**config.mk**
```make
export PLATFORM = sky130hd
export DESIGN_NAME = plab4_net_router_output_arb_flat
export DESIGN_NICKNAME = d
export VERILOG_FILES = /design/src/rtl/plab4_net_router_output_arb_if.sv /design/src/rtl/plab4_net_router_output_arb.sv /design/src/flat_wrapper.sv
export SDC_FILE = /design/constraint.sdc
export NUM_CORES = 1
export LEC_CHECK = 0
export CORE_AREA = 2 2 39 41
export CTS_CLUSTER_DIAMETER = 120
export DETAILED_ROUTE_END_ITERATION = 8
export DIE_AREA = 0 0 41 43
export PLACE_DENSITY = 0.68
export SYNTH_ARGS = -nofsm -noshare
export SYNTH_HDL_FRONTEND = slang
export SYNTH_SLANG_ARGS = --single-unit
```
**constraint.sdc**
```tcl
create_clock -name clk -period 2.5 [get_ports clk]
set_input_delay 0.25 -clock clk [delete_from_list [all_inputs] [get_ports clk]]
set_output_delay 0.25 -clock clk [all_outputs]
set_load 0.02 [all_outputs]
```
**src/rtl/plab4_net_router_output_arb_if.sv**
```systemverilog
// Output-port bundle between the router's input controls / downstream link and the output arbiter.
// master drives requests and link status; slave (the arbiter) returns grants and credit state.
interface plab4_net_router_output_arb_if #(
  parameter int p_num_free_nbits = 2
);
  logic                        domain_ID;
  logic [2:0]                  reqs;
  logic [2:0]                  grants;
  logic                        out_val;
  logic                        out_rdy;
  logic                        credit_ret;
  logic [p_num_free_nbits-1:0] num_free;
  logic                        tdm_domain;
  logic                        credit_err;

  modport master (
    output domain_ID, reqs, out_rdy, credit_ret,
    input  grants, out_val, num_free, tdm_domain, credit_err
  );

  modport slave (
    input  domain_ID, reqs, out_rdy, credit_ret,
    output grants, out_val, num_free, tdm_domain, credit_err
  );
endinterface

```
**src/rtl/plab4_net_router_output_arb.sv**
```systemverilog
// Credit-gated round-robin output arbiter: 0-cycle request-to-grant, credit_ret visible next cycle,
// holds grant and priority while out_rdy=0. TDM epoch gating under PLAB4_NET_ROUTER_OUTPUT_ARB_TDM_EN.
module plab4_net_router_output_arb #(
  parameter int p_num_credits    = 2,
  parameter int p_num_free_nbits = 2,
  parameter int p_epoch_len      = 8
) (
  input logic                          clk,
  input logic                          reset,
  plab4_net_router_output_arb_if.slave arb_if
);

  localparam logic [p_num_free_nbits-1:0] CREDITS_FULL = p_num_free_nbits'(p_num_credits);
  localparam logic [p_num_free_nbits-1:0] CREDIT_ONE   = p_num_free_nbits'(1);
  localparam logic [7:0]                  EPOCH_LAST   = 8'(p_epoch_len - 1);

  logic [1:0]                  prio_q, prio_d;
  logic [p_num_free_nbits-1:0] num_free_q, num_free_d;
  logic                        credit_err_q, credit_err_d;

  logic                        gate_open;
  logic                        tdm_domain_w;
  logic [1:0]                  scan;
  logic [1:0]                  win_idx;
  logic                        win_any;
  logic                        grant_en;
  logic [2:0]                  grants_w;
  logic                        xfer;

`ifdef PLAB4_NET_ROUTER_OUTPUT_ARB_TDM_EN
  logic [7:0] epoch_q, epoch_d;
  logic       tdm_domain_q, tdm_domain_d;

  // The final cycle of each epoch is dead so no flit can straddle a domain switch.
  assign gate_open    = (arb_if.domain_ID == tdm_domain_q) && (epoch_q != EPOCH_LAST);
  assign tdm_domain_w = tdm_domain_q;

  always_comb begin
    epoch_d      = epoch_q + 8'd1;
    tdm_domain_d = tdm_domain_q;
    if (epoch_q == EPOCH_LAST) begin
      epoch_d      = 8'd0;
      tdm_domain_d = ~tdm_domain_q;
    end
  end

  always_ff @(posedge clk) begin
    if (!reset) begin
      epoch_q      <= 8'd0;
      tdm_domain_q <= 1'b0;
    end else begin
      epoch_q      <= epoch_d;
      tdm_domain_q <= tdm_domain_d;
    end
  end
`else
  logic unused_cfg;

  assign gate_open    = 1'b1;
  assign tdm_domain_w = 1'b0;
  assign unused_cfg   = ^{arb_if.domain_ID, EPOCH_LAST};
`endif

  // Rotating scan starting at prio_q; the first asserted request wins.
  always_comb begin
    scan    = prio_q;
    win_idx = 2'd0;
    win_any = 1'b0;
    for (int k = 0; k < 3; k++) begin
      if (!win_any && arb_if.reqs[scan]) begin
        win_any = 1'b1;
        win_idx = scan;
      end
      scan = (scan == 2'd2) ? 2'd0 : scan + 2'd1;
    end
  end

  assign grant_en = reset && (num_free_q != '0) && gate_open;
  assign grants_w = (win_any && grant_en) ? (3'b001 << win_idx) : 3'b000;
  assign xfer     = (|grants_w) && arb_if.out_rdy;

  always_comb begin
    prio_d       = prio_q;
    num_free_d   = num_free_q;
    credit_err_d = credit_err_q;
    if (xfer) begin
      prio_d = (win_idx == 2'd2) ? 2'd0 : win_idx + 2'd1;
    end
    if (xfer && !arb_if.credit_ret) begin
      num_free_d = num_free_q - CREDIT_ONE;
    end else if (!xfer && arb_if.credit_ret) begin
      if (num_free_q == CREDITS_FULL) begin
        credit_err_d = 1'b1;
      end else begin
        num_free_d = num_free_q + CREDIT_ONE;
      end
    end
  end

  always_ff @(posedge clk) begin
    if (!reset) begin
      prio_q       <= 2'd0;
      num_free_q   <= CREDITS_FULL;
      credit_err_q <= 1'b0;
    end else begin
      prio_q       <= prio_d;
      num_free_q   <= num_free_d;
      credit_err_q <= credit_err_d;
    end
  end

  assign arb_if.grants     = grants_w;
  assign arb_if.out_val    = |grants_w;
  assign arb_if.num_free   = num_free_q;
  assign arb_if.tdm_domain = tdm_domain_w;
  assign arb_if.credit_err = credit_err_q;

endmodule
```
**src/flat_wrapper.sv**
```systemverilog
// flat-port wrapper written by rule: the top's interface ports become plain ports
module plab4_net_router_output_arb_flat 
#(
  parameter int p_num_credits    = 2,
  parameter int p_num_free_nbits = 2,
  parameter int p_epoch_len      = 8
)
  (clk, reset, arb_if_domain_ID, arb_if_reqs, arb_if_out_rdy, arb_if_credit_ret, arb_if_grants, arb_if_out_val, arb_if_num_free, arb_if_tdm_domain, arb_if_credit_err);
  plab4_net_router_output_arb_if #(.p_num_free_nbits(p_num_free_nbits)) arb_if_i ();
  input logic clk;
  input logic reset;
  input wire logic [$bits(arb_if_i.domain_ID)-1:0] arb_if_domain_ID;
  input wire logic [$bits(arb_if_i.reqs)-1:0] arb_if_reqs;
  input wire logic [$bits(arb_if_i.out_rdy)-1:0] arb_if_out_rdy;
  input wire logic [$bits(arb_if_i.credit_ret)-1:0] arb_if_credit_ret;
  output wire logic [$bits(arb_if_i.grants)-1:0] arb_if_grants;
  output wire logic [$bits(arb_if_i.out_val)-1:0] arb_if_out_val;
  output wire logic [$bits(arb_if_i.num_free)-1:0] arb_if_num_free;
  output wire logic [$bits(arb_if_i.tdm_domain)-1:0] arb_if_tdm_domain;
  output wire logic [$bits(arb_if_i.credit_err)-1:0] arb_if_credit_err;
  assign arb_if_i.domain_ID = arb_if_domain_ID;
  assign arb_if_i.reqs = arb_if_reqs;
  assign arb_if_i.out_rdy = arb_if_out_rdy;
  assign arb_if_i.credit_ret = arb_if_credit_ret;
  assign arb_if_grants = arb_if_i.grants;
  assign arb_if_out_val = arb_if_i.out_val;
  assign arb_if_num_free = arb_if_i.num_free;
  assign arb_if_tdm_domain = arb_if_i.tdm_domain;
  assign arb_if_credit_err = arb_if_i.credit_err;
  plab4_net_router_output_arb #(.p_num_credits(p_num_credits), .p_num_free_nbits(p_num_free_nbits), .p_epoch_len(p_epoch_len)) u_core (.clk(clk), .reset(reset), .arb_if(arb_if_i));
endmodule
```
==> results_dict.tcl <==
set metrics [dict create \
    p_per_area_nw_per_um2 508.7 \
    final_antenna_net_count 0 \
    worstHoldEndpoint "u_core.arb_if.credit_err" \
    period_share_pct 87.97 \
    met2WireLength_um 330 \
    clkSlewWorstSetupHoldPaths_ns 0.04 \
    grt_antenna_before_repair 0 \
    rsz0062_at_grt "no" \
    grt_pass1_vias 305 \
    synth_top_area_cell "dfxtp_1" \
    h-tree-depth 1 \
    row_count 14 \
    timing.rr.end "u_core.arb_if.num_free[1]" \
    synthFlopType "dfxtp_1" \
    regToRegStartpoint "u_core.prio_q[1]" \
    run_status "finished, final reports clean" \
    via_count 361 \
    via_per_inst 4.628 \
    initialDrtViolationCount 3 \
    finClkSkew_ns 0.002010 \
    avgSynthCellArea_sq_um 7.942 \
    topRoutingLayerUsed "met4" \
    synth_edf_count 0 \
    arrival_ns 1.95 \
    synth_nets 56 \
    max-clock-path-buffers 2 \
    crit_slowest_cell "clkdlybuf4s50_1" \
    nNetsFinal 73 \
    grt_pass1_wl_um 1214 \
    post_cts_resized 0 \
    yosysSeqAreaShare_pct 27.40 \
    wl_met1_um 341 \
    critical_path_class "input pin to output port" \
    p_sw_uw 81.89 \
    fin_area_sq_um 534.3 \
    finalHoldViolCount 0 \
    place_area_sq_um 508.0 \
    p_int_uw 189.9 \
    post_cts_buffers 0 \
    num_io_pins 16 \
    synth_top_area_share_pct 27.40 \
    die_w_um 41 \
    reg2reg_slack_ns 0.82 \
    grt.overflow.total 0 \
    cts_root_buffer "clkbuf_4" \
    routabilityCongestion 0.6831 \
    critPathMaxStageDelay_ns 0.63 \
    syn_area_sq_um 365.4 \
    cap_violations 0 \
    synth_simple_gate_area_share_pct 25.68 \
    synthXorXnorAreaFrac_pct 2.397 \
    yosysWarnings 0 \
    worstSkewPairLatency_ns 0.24 \
    crit_fanout 6 \
    cp_cell_sequence "clkdlybuf4s50_1 > nand2b_1 > o22ai_1 > a21oi_1 > nor3_1 > clkdlybuf4s50_1" \
    grt_use_total_pct 10.23 \
    synth.area.mux_share_pct 0 \
    grt_max_degree 8 \
    hold_start "u_core.arb_if.credit_err" \
    synth_cells 46 \
    wl_per_cell_um 9.936 \
    drt-pass1-iter-count 4 \
    synth_top_family_by_area "compound AO/OA/AOI/OAI gates" \
    p_comb_share_pct 31.1 \
    synth_cell_types 23 \
    die_y_um 43 \
    cts_tree "built" \
    yosys.area_share.adder_pct 6.849 \
    p_seq_share_pct 34.5 \
    swShare_pct 30.13 \
    synth_area_leaders "dfxtp_1 27%, ha_1 6.8%, o311a_4 5.8%" \
    pwr-share-clk_pct 34.5 \
    crit_path_start_kind "input pin" \
    ys_seq_elements 5 \
    critPathRequiredTime_ns 2.25 \
    setup_viol 0 \
    drive_gt1_share_pct 9.677 \
    numCtsBuffers 3 \
    hp-class "flop to flop" \
    io_buffers 13 \
    dp_hpwl_um 595 \
    dr_wl_met3_um 84 \
    dieArea_sq_um 1763 \
    setup_tns_ns 0 \
    n_antenna_cell 0 \
    endpoint_kind "output port" \
    synth_compound_area_share_pct 30.48 \
    cts.sinks 5 \
    cts_hold_buf 0 \
    start_util_pct 26.40 \
    worst_path_most_repeated_cell "clkdlybuf4s50_1" \
    crit_family "buffers and inverters" \
    timing.final.max_slew_violations 0 \
    irDropWorstVdd_mv 0.2565 \
    drc 0 \
    wl_um 775 \
    cp.buffers_inverters 2 \
    async_flop_share_pct 0 \
    fin_crit_ns 2.199 \
    r2r_cells 5 \
    syn2layout_area_growth_pct 46.23 \
    whs_ns 0.4628 \
    core_sq_um 1384 \
    max_freq_mhz 454.7 \
    cellLeakagePower_uw 0.0002097 \
    min_path_cells 1 \
]
[Yosys cell counts (all sizes together) (2+ instances only)]
cell / n
a21oi: 4
dfxtp: 5
ha: 2
inv: 4
nand2b: 2
nand3: 2
nor2: 3
nor2b: 3
nor3: 3
o21a: 2
o21ai: 5
[worst max-delay path by stage]
stage                                          from                   endpoint  slack (ns)  depth (start not counted)
after floorplan           u_core.arb_if.num_free[0]  u_core.arb_if.num_free[1]        0.89                          5
after global placement               arb_if_reqs[0]           arb_if_grants[0]        0.30                          6
after detailed placement             arb_if_reqs[0]           arb_if_grants[0]        0.30                          6
after CTS                            arb_if_reqs[0]           arb_if_grants[0]        0.29                          6
after global routing                 arb_if_reqs[0]           arb_if_grants[0]        0.16                          6
final                                arb_if_reqs[0]           arb_if_grants[0]        0.30                          6
[layout make-up]
cell class                 count  area (sq um)
multi-input combinational     36         242.7
inverter                       4         15.01
tap                           16         20.02
fill                         153         849.6
timing repair buffer          13         130.1
sequential                     5         100.1
clock buffer                   4         26.28
[cell usage in the layout (no fill, tap or decap)]
master / n
clkdlybuf4s50_1: 13
dfxtp_1: 5
inv_1: 4
o21ai_0: 4
a21oi_1: 4
nor2b_1: 3
nor2_1: 3
nor3_1: 3
clkbuf_4: 3
o21a_1: 2
nand2b_1: 2
nand3_1: 2
ha_1: 2
a21boi_2: 1
o311a_4: 1
a22o_1: 1
o22ai_1: 1
nand2_1: 1
nand3b_1: 1
o21ai_2: 1
xnor2_1: 1
or3_1: 1
and3b_1: 1
conb_1: 1
clkbuf_1: 1
[power groups by stage]
stage,registers (uW),clock network [uW],logic (uW)
final,93.7,93.7,84.4
after global routing,95.1,106,92.5
after CTS,93.7,98.2,85.4
after detailed placement,95.1,0,84.5
after global placement,95.1,0,83.5
after floorplan,98.9,0,44.5
[registers in the layout, summed over array words and instances (netlist names)]
signal,flops
u_core.arb_if.num_free,2
u_core.prio_q,2
u_core.arb_if.credit_err,1
[worst reg2reg max path, stage by stage (launching register included)]
cell      delay (ns)
dfxtp_1         0.41
a21boi_2        0.11
o311a_4         0.34
ha_1            0.32
or3_1           0.36
nand3_1         0.08
[cell families after synthesis]
kind of cell | after synthesis
buf+inv | 5
xor+xnor | 1
other cells | 1
fa+ha+maj | 2
flops | 5
simple gates | 17
compound gates | 15
[layer usage]
metal  track usage (%)  vias up
met5                 0        -
met3             2.094        2
li1                  -      191
met1             13.78      153
met4             8.000        0
met2             13.44       15
[metrics by stage]
stage / power, uW / util, % / worst slack, ns / std cells
finish: 271.8 / 38.61 / 0.3007 / 78
global route: 293.9 / 38.61 / 0.1555 / 78
CTS: 277.3 / 38.61 / 0.2910 / 78
detailed placement: 179.7 / 36.71 / 0.2959 / 74
global placement: 178.6 / 36.71 / 0.3021 / 74
floorplan: 143.5 / - / 0.8913 / 46
(Power assumes the default switching activity.)
